$ cat src/rtl/ldst_control_sequencer_if.sv
// Control bus between the ld/ldi/st sequencer and the datapath.
// master: the sequencer (consumes start/run/opcode/mem_ready, drives strobes).
// slave:  the datapath/memory side.
interface ldst_control_sequencer_if #(
    parameter int unsigned OPW = 5
);
    logic           start;
    logic           run;
    logic [OPW-1:0] ir_opcode;
    logic           mem_ready;

    logic PCout, IncPC, Zin, Zlowout, PCin, MARin, MDRin, MDRout, IRin, Yin;
    logic Gra, Grb, Rin, Rout, BAout, Cout, Read, Write;

    logic [OPW-1:0] alu_op;
    logic           busy;
    logic           done;
    logic           illegal;
    logic           mem_err;

    modport master (
        input  start, run, ir_opcode, mem_ready,
        output PCout, IncPC, Zin, Zlowout, PCin, MARin, MDRin, MDRout, IRin, Yin,
        output Gra, Grb, Rin, Rout, BAout, Cout, Read, Write,
        output alu_op, busy, done, illegal, mem_err
    );

    modport slave (
        output start, run, ir_opcode, mem_ready,
        input  PCout, IncPC, Zin, Zlowout, PCin, MARin, MDRin, MDRout, IRin, Yin,
        input  Gra, Grb, Rin, Rout, BAout, Cout, Read, Write,
        input  alu_op, busy, done, illegal, mem_err
    );
endinterface

$ cat src/rtl/ldst_control_sequencer.sv
// Moore control sequencer for fetch + ld/ldi/st with memory wait states,
// continuous run mode and an illegal-opcode trap.
// Optional memory wait timeout: define SEQ_TIMEOUT_EN.
module ldst_control_sequencer #(
    parameter int unsigned    OPW     = 5,
    parameter logic [OPW-1:0] OP_LD   = 5'b00000,
    parameter logic [OPW-1:0] OP_LDI  = 5'b00001,
    parameter logic [OPW-1:0] OP_ST   = 5'b00010,
    parameter logic [OPW-1:0] ALU_ADD = 5'b00011,
    parameter int unsigned    MEM_TMO = 16
) (
    input logic                        Clock,
    input logic                        clear,
    ldst_control_sequencer_if.master   bus
);

    typedef enum logic [3:0] {
        StIdle, StT0, StT1, StT2, StDec, StT4, StT5, StT6, StT7, StDone
    } state_e;

    state_e         state_q, state_d;
    logic [OPW-1:0] op_q, op_d;
    logic           illegal_q, illegal_d;
    logic           first_q;   // current T1 cycle is the first one (T1 is entered only from T0)
    logic           is_st;
    logic           op_legal;

    assign is_st    = (op_q == OP_ST);
    assign op_legal = (bus.ir_opcode == OP_LD) || (bus.ir_opcode == OP_LDI) ||
                      (bus.ir_opcode == OP_ST);

`ifdef SEQ_TIMEOUT_EN
    localparam int unsigned CntW = (MEM_TMO > 1) ? $clog2(MEM_TMO) : 1;
    logic [CntW-1:0] cnt_q, cnt_d;
    logic            mem_err_q, mem_err_d;
    logic            in_wait;

    assign in_wait = (state_q == StT1) || (state_q == StT6 && !is_st) ||
                     (state_q == StT7 && is_st);
`else
    logic unused_tmo;
    assign unused_tmo = |MEM_TMO;
`endif

    // State and sticky flag registers
    always_ff @(posedge Clock or negedge clear) begin
        if (!clear) begin
            state_q   <= StIdle;
            op_q      <= '0;
            illegal_q <= 1'b0;
            first_q   <= 1'b0;
`ifdef SEQ_TIMEOUT_EN
            cnt_q     <= '0;
            mem_err_q <= 1'b0;
`endif
        end else begin
            state_q   <= state_d;
            op_q      <= op_d;
            illegal_q <= illegal_d;
            first_q   <= (state_q == StT0);
`ifdef SEQ_TIMEOUT_EN
            cnt_q     <= cnt_d;
            mem_err_q <= mem_err_d;
`endif
        end
    end

    // Next-state, opcode capture and sticky flag updates
    always_comb begin
        state_d   = state_q;
        op_d      = op_q;
        illegal_d = illegal_q;
`ifdef SEQ_TIMEOUT_EN
        mem_err_d = mem_err_q;
        cnt_d     = '0;
`endif
        case (state_q)
            StIdle: begin
                if (bus.start) begin
                    state_d   = StT0;
                    illegal_d = 1'b0;
`ifdef SEQ_TIMEOUT_EN
                    mem_err_d = 1'b0;
`endif
                end
            end
            StT0:   state_d = StT1;
            StT1:   if (bus.mem_ready) state_d = StT2;
            StT2:   state_d = StDec;
            StDec: begin
                if (op_legal) begin
                    op_d    = bus.ir_opcode;
                    state_d = StT4;
                end else begin
                    illegal_d = 1'b1;
                    state_d   = StIdle;
                end
            end
            StT4:   state_d = StT5;
            StT5:   state_d = (op_q == OP_LDI) ? StDone : StT6;
            StT6:   if (is_st || bus.mem_ready) state_d = StT7;
            StT7:   if (!is_st || bus.mem_ready) state_d = StDone;
            StDone: state_d = bus.run ? StT0 : StIdle;
            default: state_d = StIdle;
        endcase
`ifdef SEQ_TIMEOUT_EN
        // Counter stays zero outside wait states, so each wait starts from zero
        if (in_wait && !bus.mem_ready) begin
            if (cnt_q == CntW'(MEM_TMO - 1)) begin
                mem_err_d = 1'b1;
                state_d   = StIdle;
            end else begin
                cnt_d = cnt_q + CntW'(1);
            end
        end
`endif
    end

    // Strobes decoded from registered state only
    always_comb begin
        bus.PCout   = 1'b0;
        bus.IncPC   = 1'b0;
        bus.Zin     = 1'b0;
        bus.Zlowout = 1'b0;
        bus.PCin    = 1'b0;
        bus.MARin   = 1'b0;
        bus.MDRin   = 1'b0;
        bus.MDRout  = 1'b0;
        bus.IRin    = 1'b0;
        bus.Yin     = 1'b0;
        bus.Gra     = 1'b0;
        bus.Grb     = 1'b0;
        bus.Rin     = 1'b0;
        bus.Rout    = 1'b0;
        bus.BAout   = 1'b0;
        bus.Cout    = 1'b0;
        bus.Read    = 1'b0;
        bus.Write   = 1'b0;
        bus.alu_op  = '0;
        bus.busy    = (state_q != StIdle);
        bus.done    = (state_q == StDone);
        bus.illegal = illegal_q;
`ifdef SEQ_TIMEOUT_EN
        bus.mem_err = mem_err_q;
`else
        bus.mem_err = 1'b0;
`endif
        case (state_q)
            StT0: begin
                bus.PCout = 1'b1;
                bus.MARin = 1'b1;
                bus.IncPC = 1'b1;
                bus.Zin   = 1'b1;
            end
            StT1: begin
                bus.Zlowout = first_q;
                bus.PCin    = first_q;
                bus.Read    = 1'b1;
                bus.MDRin   = 1'b1;
            end
            StT2: begin
                bus.MDRout = 1'b1;
                bus.IRin   = 1'b1;
            end
            StDec: begin
                bus.Grb   = 1'b1;
                bus.BAout = 1'b1;
                bus.Yin   = 1'b1;
            end
            StT4: begin
                bus.Cout   = 1'b1;
                bus.Zin    = 1'b1;
                bus.alu_op = ALU_ADD;
            end
            StT5: begin
                bus.Zlowout = 1'b1;
                if (op_q == OP_LDI) begin
                    bus.Gra = 1'b1;
                    bus.Rin = 1'b1;
                end else begin
                    bus.MARin = 1'b1;
                end
            end
            StT6: begin
                bus.MDRin = 1'b1;
                if (is_st) begin
                    bus.Gra  = 1'b1;
                    bus.Rout = 1'b1;
                end else begin
                    bus.Read = 1'b1;
                end
            end
            StT7: begin
                if (is_st) begin
                    bus.Write = 1'b1;
                end else begin
                    bus.MDRout = 1'b1;
                    bus.Gra    = 1'b1;
                    bus.Rin    = 1'b1;
                end
            end
            default: ;
        endcase
    end

endmodule
$ cat src/flat_wrapper.sv
// flat-port wrapper written by rule: the top's interface ports become plain ports
module ldst_control_sequencer_flat 
#(
    parameter int unsigned    OPW     = 5,
    parameter logic [OPW-1:0] OP_LD   = 5'b00000,
    parameter logic [OPW-1:0] OP_LDI  = 5'b00001,
    parameter logic [OPW-1:0] OP_ST   = 5'b00010,
    parameter logic [OPW-1:0] ALU_ADD = 5'b00011,
    parameter int unsigned    MEM_TMO = 16
)
  (Clock, clear, bus_start, bus_run, bus_ir_opcode, bus_mem_ready, bus_PCout, bus_IncPC, bus_Zin, bus_Zlowout, bus_PCin, bus_MARin, bus_MDRin, bus_MDRout, bus_IRin, bus_Yin, bus_Gra, bus_Grb, bus_Rin, bus_Rout, bus_BAout, bus_Cout, bus_Read, bus_Write, bus_alu_op, bus_busy, bus_done, bus_illegal, bus_mem_err);
  ldst_control_sequencer_if #(.OPW(OPW)) bus_i ();
  input logic Clock;
  input logic clear;
  input wire logic [$bits(bus_i.start)-1:0] bus_start;
  input wire logic [$bits(bus_i.run)-1:0] bus_run;
  input wire logic [$bits(bus_i.ir_opcode)-1:0] bus_ir_opcode;
  input wire logic [$bits(bus_i.mem_ready)-1:0] bus_mem_ready;
  output wire logic [$bits(bus_i.PCout)-1:0] bus_PCout;
  output wire logic [$bits(bus_i.IncPC)-1:0] bus_IncPC;
  output wire logic [$bits(bus_i.Zin)-1:0] bus_Zin;
  output wire logic [$bits(bus_i.Zlowout)-1:0] bus_Zlowout;
  output wire logic [$bits(bus_i.PCin)-1:0] bus_PCin;
  output wire logic [$bits(bus_i.MARin)-1:0] bus_MARin;
  output wire logic [$bits(bus_i.MDRin)-1:0] bus_MDRin;
  output wire logic [$bits(bus_i.MDRout)-1:0] bus_MDRout;
  output wire logic [$bits(bus_i.IRin)-1:0] bus_IRin;
  output wire logic [$bits(bus_i.Yin)-1:0] bus_Yin;
  output wire logic [$bits(bus_i.Gra)-1:0] bus_Gra;
  output wire logic [$bits(bus_i.Grb)-1:0] bus_Grb;
  output wire logic [$bits(bus_i.Rin)-1:0] bus_Rin;
  output wire logic [$bits(bus_i.Rout)-1:0] bus_Rout;
  output wire logic [$bits(bus_i.BAout)-1:0] bus_BAout;
  output wire logic [$bits(bus_i.Cout)-1:0] bus_Cout;
  output wire logic [$bits(bus_i.Read)-1:0] bus_Read;
  output wire logic [$bits(bus_i.Write)-1:0] bus_Write;
  output wire logic [$bits(bus_i.alu_op)-1:0] bus_alu_op;
  output wire logic [$bits(bus_i.busy)-1:0] bus_busy;
  output wire logic [$bits(bus_i.done)-1:0] bus_done;
  output wire logic [$bits(bus_i.illegal)-1:0] bus_illegal;
  output wire logic [$bits(bus_i.mem_err)-1:0] bus_mem_err;
  assign bus_i.start = bus_start;
  assign bus_i.run = bus_run;
  assign bus_i.ir_opcode = bus_ir_opcode;
  assign bus_i.mem_ready = bus_mem_ready;
  assign bus_PCout = bus_i.PCout;
  assign bus_IncPC = bus_i.IncPC;
  assign bus_Zin = bus_i.Zin;
  assign bus_Zlowout = bus_i.Zlowout;
  assign bus_PCin = bus_i.PCin;
  assign bus_MARin = bus_i.MARin;
  assign bus_MDRin = bus_i.MDRin;
  assign bus_MDRout = bus_i.MDRout;
  assign bus_IRin = bus_i.IRin;
  assign bus_Yin = bus_i.Yin;
  assign bus_Gra = bus_i.Gra;
  assign bus_Grb = bus_i.Grb;
  assign bus_Rin = bus_i.Rin;
  assign bus_Rout = bus_i.Rout;
  assign bus_BAout = bus_i.BAout;
  assign bus_Cout = bus_i.Cout;
  assign bus_Read = bus_i.Read;
  assign bus_Write = bus_i.Write;
  assign bus_alu_op = bus_i.alu_op;
  assign bus_busy = bus_i.busy;
  assign bus_done = bus_i.done;
  assign bus_illegal = bus_i.illegal;
  assign bus_mem_err = bus_i.mem_err;
  ldst_control_sequencer #(.OPW(OPW), .OP_LD(OP_LD), .OP_LDI(OP_LDI), .OP_ST(OP_ST), .ALU_ADD(ALU_ADD), .MEM_TMO(MEM_TMO)) u_core (.Clock(Clock), .clear(clear), .bus(bus_i));
endmodule
$ cat config.mk
export PLATFORM = sky130hd
export DESIGN_NAME = ldst_control_sequencer_flat
export DESIGN_NICKNAME = d
export VERILOG_FILES = /design/src/rtl/ldst_control_sequencer_if.sv /design/src/rtl/ldst_control_sequencer.sv /design/src/flat_wrapper.sv
export SDC_FILE = /design/constraint.sdc
export NUM_CORES = 1
export LEC_CHECK = 0
export ABC_AREA = 1
export CORE_UTILIZATION = 60
export CTS_CLUSTER_DIAMETER = 50
export DETAILED_ROUTE_END_ITERATION = 16
export DONT_BUFFER_PORTS = 1
export MAX_ROUTING_LAYER = met4
export PLACE_DENSITY = 0.75
export SLEW_MARGIN = 20
export SYNTH_ARGS = -nofsm -noshare
export SYNTH_HDL_FRONTEND = slang
export SYNTH_SLANG_ARGS = --single-unit
$ cat constraint.sdc
create_clock -name Clock -period 1.5 [get_ports Clock]
set_input_delay 0.15 -clock Clock [delete_from_list [all_inputs] [get_ports Clock]]
set_output_delay 0.15 -clock Clock [all_outputs]
set_load 0.01 [all_outputs]
==> qor.yml <==
yosysMostFrequentCell: "nand2_1"
use_met3_pct: 8.72
setup_slack_ns: -0.248
r2r_cells: 9
num_io_pins: 37
met1_usage_pct: 35.5
areaGrowthSynthToFinish_pct: 31.8
postLayoutCellArea_mm2: 0.00104
postSynthAreaPerCell_um2: 6.70
skew_ns: 0.00884
insertion_delay_ns: 0.27
finalCriticalPeriod_ns: 1.75
dr.pass1.iters: 4
place_congestion: 0.870
place_area_um2: 820
grt_pass1_wl_mm: 3.06
drive_above_1_share_pct: 43.3
outcome: "finished, violations left"
ys.warnings.count: 0
yosys.area.top_type_share_pct: 34.8
cts_buffer_depth: 2
numCtsBuffers: 3
via_count: 948
synth_ff_type: "dfrtp_1"
detail-route-antenna-nets: 0
detailedPlacementHpwl_mm: 1.37
timing.fmax_ghz: 0.572
grt-ovfl-total: 0
whs_endpoint: "u_core.op_q[1]$_DFFE_PN0P_"
synth_common_cells: "nand2_1 (28), nor2_1 (20), inv_1 (12)"
fin_crit_sh_pct: 117
die_area_mm2: 0.00147
min_from: "bus_ir_opcode[1]"
cts_sinks: 11
yosysTopAreaCell: "dfrtp_1"
chipHeight_um: 38.3
tns_ns: -1.28
peakVddDrop_v: 0.00128
setup_viol: 19
antenna_found_initial: 0
ff2ff_setup_slack_ns: -0.07
hp-class: "in -> reg"
crit_type: "reg -> out"
use_met2_pct: 51.3
start_util_pct: 67.5
vias_per_cell: 6.41
num_antenna_cells: 0
crit_path_start_kind: "flip-flop"
syn-instance-count: 118
grt_max_degree: 12
root_buffer: "clkbuf_4"
leakagePower_nw: 0.536
die_w_um: 38.3
reg2reg_from: "u_core.op_q[3]$_DFFE_PN0P_"
max-slew-margin-rel_pct: 65.5
port_buffers: 0
wl_per_cell_um: 18.4
ys_top_cells_by_area: "dfrtp_1 (35%), nand2_1 (13%), nor2_1 (9.5%), buf_4 (8.5%), nand3_1 (5.7%)"
required_ns: 1.35
grtUsageTotal_pct: 31.8
whs_path_depth: 2
nets: 145
worstMarginPinSlew_ns: 0.516
cp_max_fo: 3
netlist_area_um2: 791
core_mm2: 0.00117
synth_edf_count: 0
setup.worst_path.end_class: "primary output"
yosysSeqAreaShare_pct: 34.8
rsz0062_at_grt: "true"
row_count: 12
async_flop_share_pct: 100
ys_ff_latch: 11
reg2reg_to: "u_core.state_q[3]$_DFFE_PN0P_"
route.detailed.drc: 0
fin_cells: 148
maxCapViolCount: 0
grt-busiest-layer: "met2"
cts.clk_slew.worst_paths_ns: 0.07
grt_pass1_vias: 750
cts_tree: "yes"
drt-total-wl_mm: 2.72
cp.arrival_ns: 1.60
drt_iter0_drc: 84
maxSlewViolCount: 0
pwr_density_cell_mw_per_mm2: 1950
cts_max_level: 1
hold_viol: 0
ys_types: 18
placed_cells: 135
violations: "negative setup slack"
-- final cells by class --
type / count / area [µm²]
Clock buffer: 4 / 26.3
Fill cell: 56 / 129
Inverter: 19 / 75.1
Multi-Input combinational cell: 82 / 489
Sequential cell: 11 / 278
Tap cell: 14 / 17.5
Timing Repair Buffer: 18 / 156
-- stage by stage --
step	setup WS (ns)	hold slack, ns	total power, mW	util (%)
floorplan	0.154	-0.146	1.23	-
global placement	0.116	-0.145	1.39	70.0
detailed placement	0.0900	-0.145	1.43	70.0
CTS	-0.0501	0.0169	1.79	83.1
global route	-0.337	0.0190	2.18	89.0
finish	-0.248	0.0211	2.04	89.0
-- placed cells by master, fill, tap and decap left out, types with 2 or more instances in the layout --
cell / instances
nand2_4: 3
conb_1: 4
nor2_2: 6
o21ai_1: 4
nand4_1: 2
nand2_1: 22
or2_4: 2
buf_4: 12
dfrtp_2: 2
inv_1: 11
nor2_1: 13
nand2_2: 5
nand3_2: 2
clkbuf_4: 3
buf_6: 5
dfrtp_1: 9
nor2_4: 7
nand3_1: 7
o21ai_0: 2
inv_2: 6
-- routing by layer --
layer  up-vias  routed length [µm]
met1       404                 916
met4         0                 257
met3        46                 344
li1        380                   -
met5         -                   0
met2       118                1200
-- worst max-delay path by stage --
stage                             startpoint           to  slack [ns]  depth (start not counted)
3_5_place_dp   u_core.state_q[1]$_DFFE_PN0P_      bus_Gra        0.09                          5
5_1_grt           u_core.op_q[3]$_DFFE_PN0P_      bus_Gra       -0.34                          6
2_1_floorplan  u_core.state_q[3]$_DFFE_PN0P_  bus_Zlowout        0.15                          6
4_1_cts        u_core.state_q[2]$_DFFE_PN0P_  bus_Zlowout       -0.05                          7
3_3_place_gp   u_core.state_q[3]$_DFFE_PN0P_      bus_Gra        0.12                          6
6_report          u_core.op_q[3]$_DFFE_PN0P_      bus_Gra       -0.25                          6
-- where the power goes --
group / internal, mW / switching (mW) / total (mW)
clock: 0.103 / 0.107 / 0.210
combinational: 0.426 / 0.812 / 1.24
sequential: 0.427 / 0.161 / 0.588
total: 0.956 / 1.08 / 2.04
-- cells by family after synthesis --
kind of cell,share of synthesized area (%)
simple gates,42.6
buf+inv,17.7
flops,34.8
compound gates,4.43
other cells,0.474
-- registers in the layout (all words and copies together) (netlist names) --
| signal | flops |
|---|---|
| u_core.state_q | 4 |
| u_core.bus.illegal | 1 |
| u_core.op_q | 5 |
| u_core.first_q | 1 |
-- worst max-delay path, stage by stage (launching register included) --
cell     delay (ns)
dfrtp_1        0.42
nor2_2         0.16
nand2_1        0.13
nor2_1         0.24
nand2_2        0.14
nand2_4        0.11
or2_4          0.13
-- what timing repair did --
action | CTS | global route
pin swaps | 9 | 8
setup endpoints to repair | 8 | 21
gates resized for setup | 17 | 22
hold buffers | 1 | 0
setup buffers | 9 | 0
endpoints found under the hold margin | 11 | 0
No activity file was read; power rests on OpenSTA's default activity.
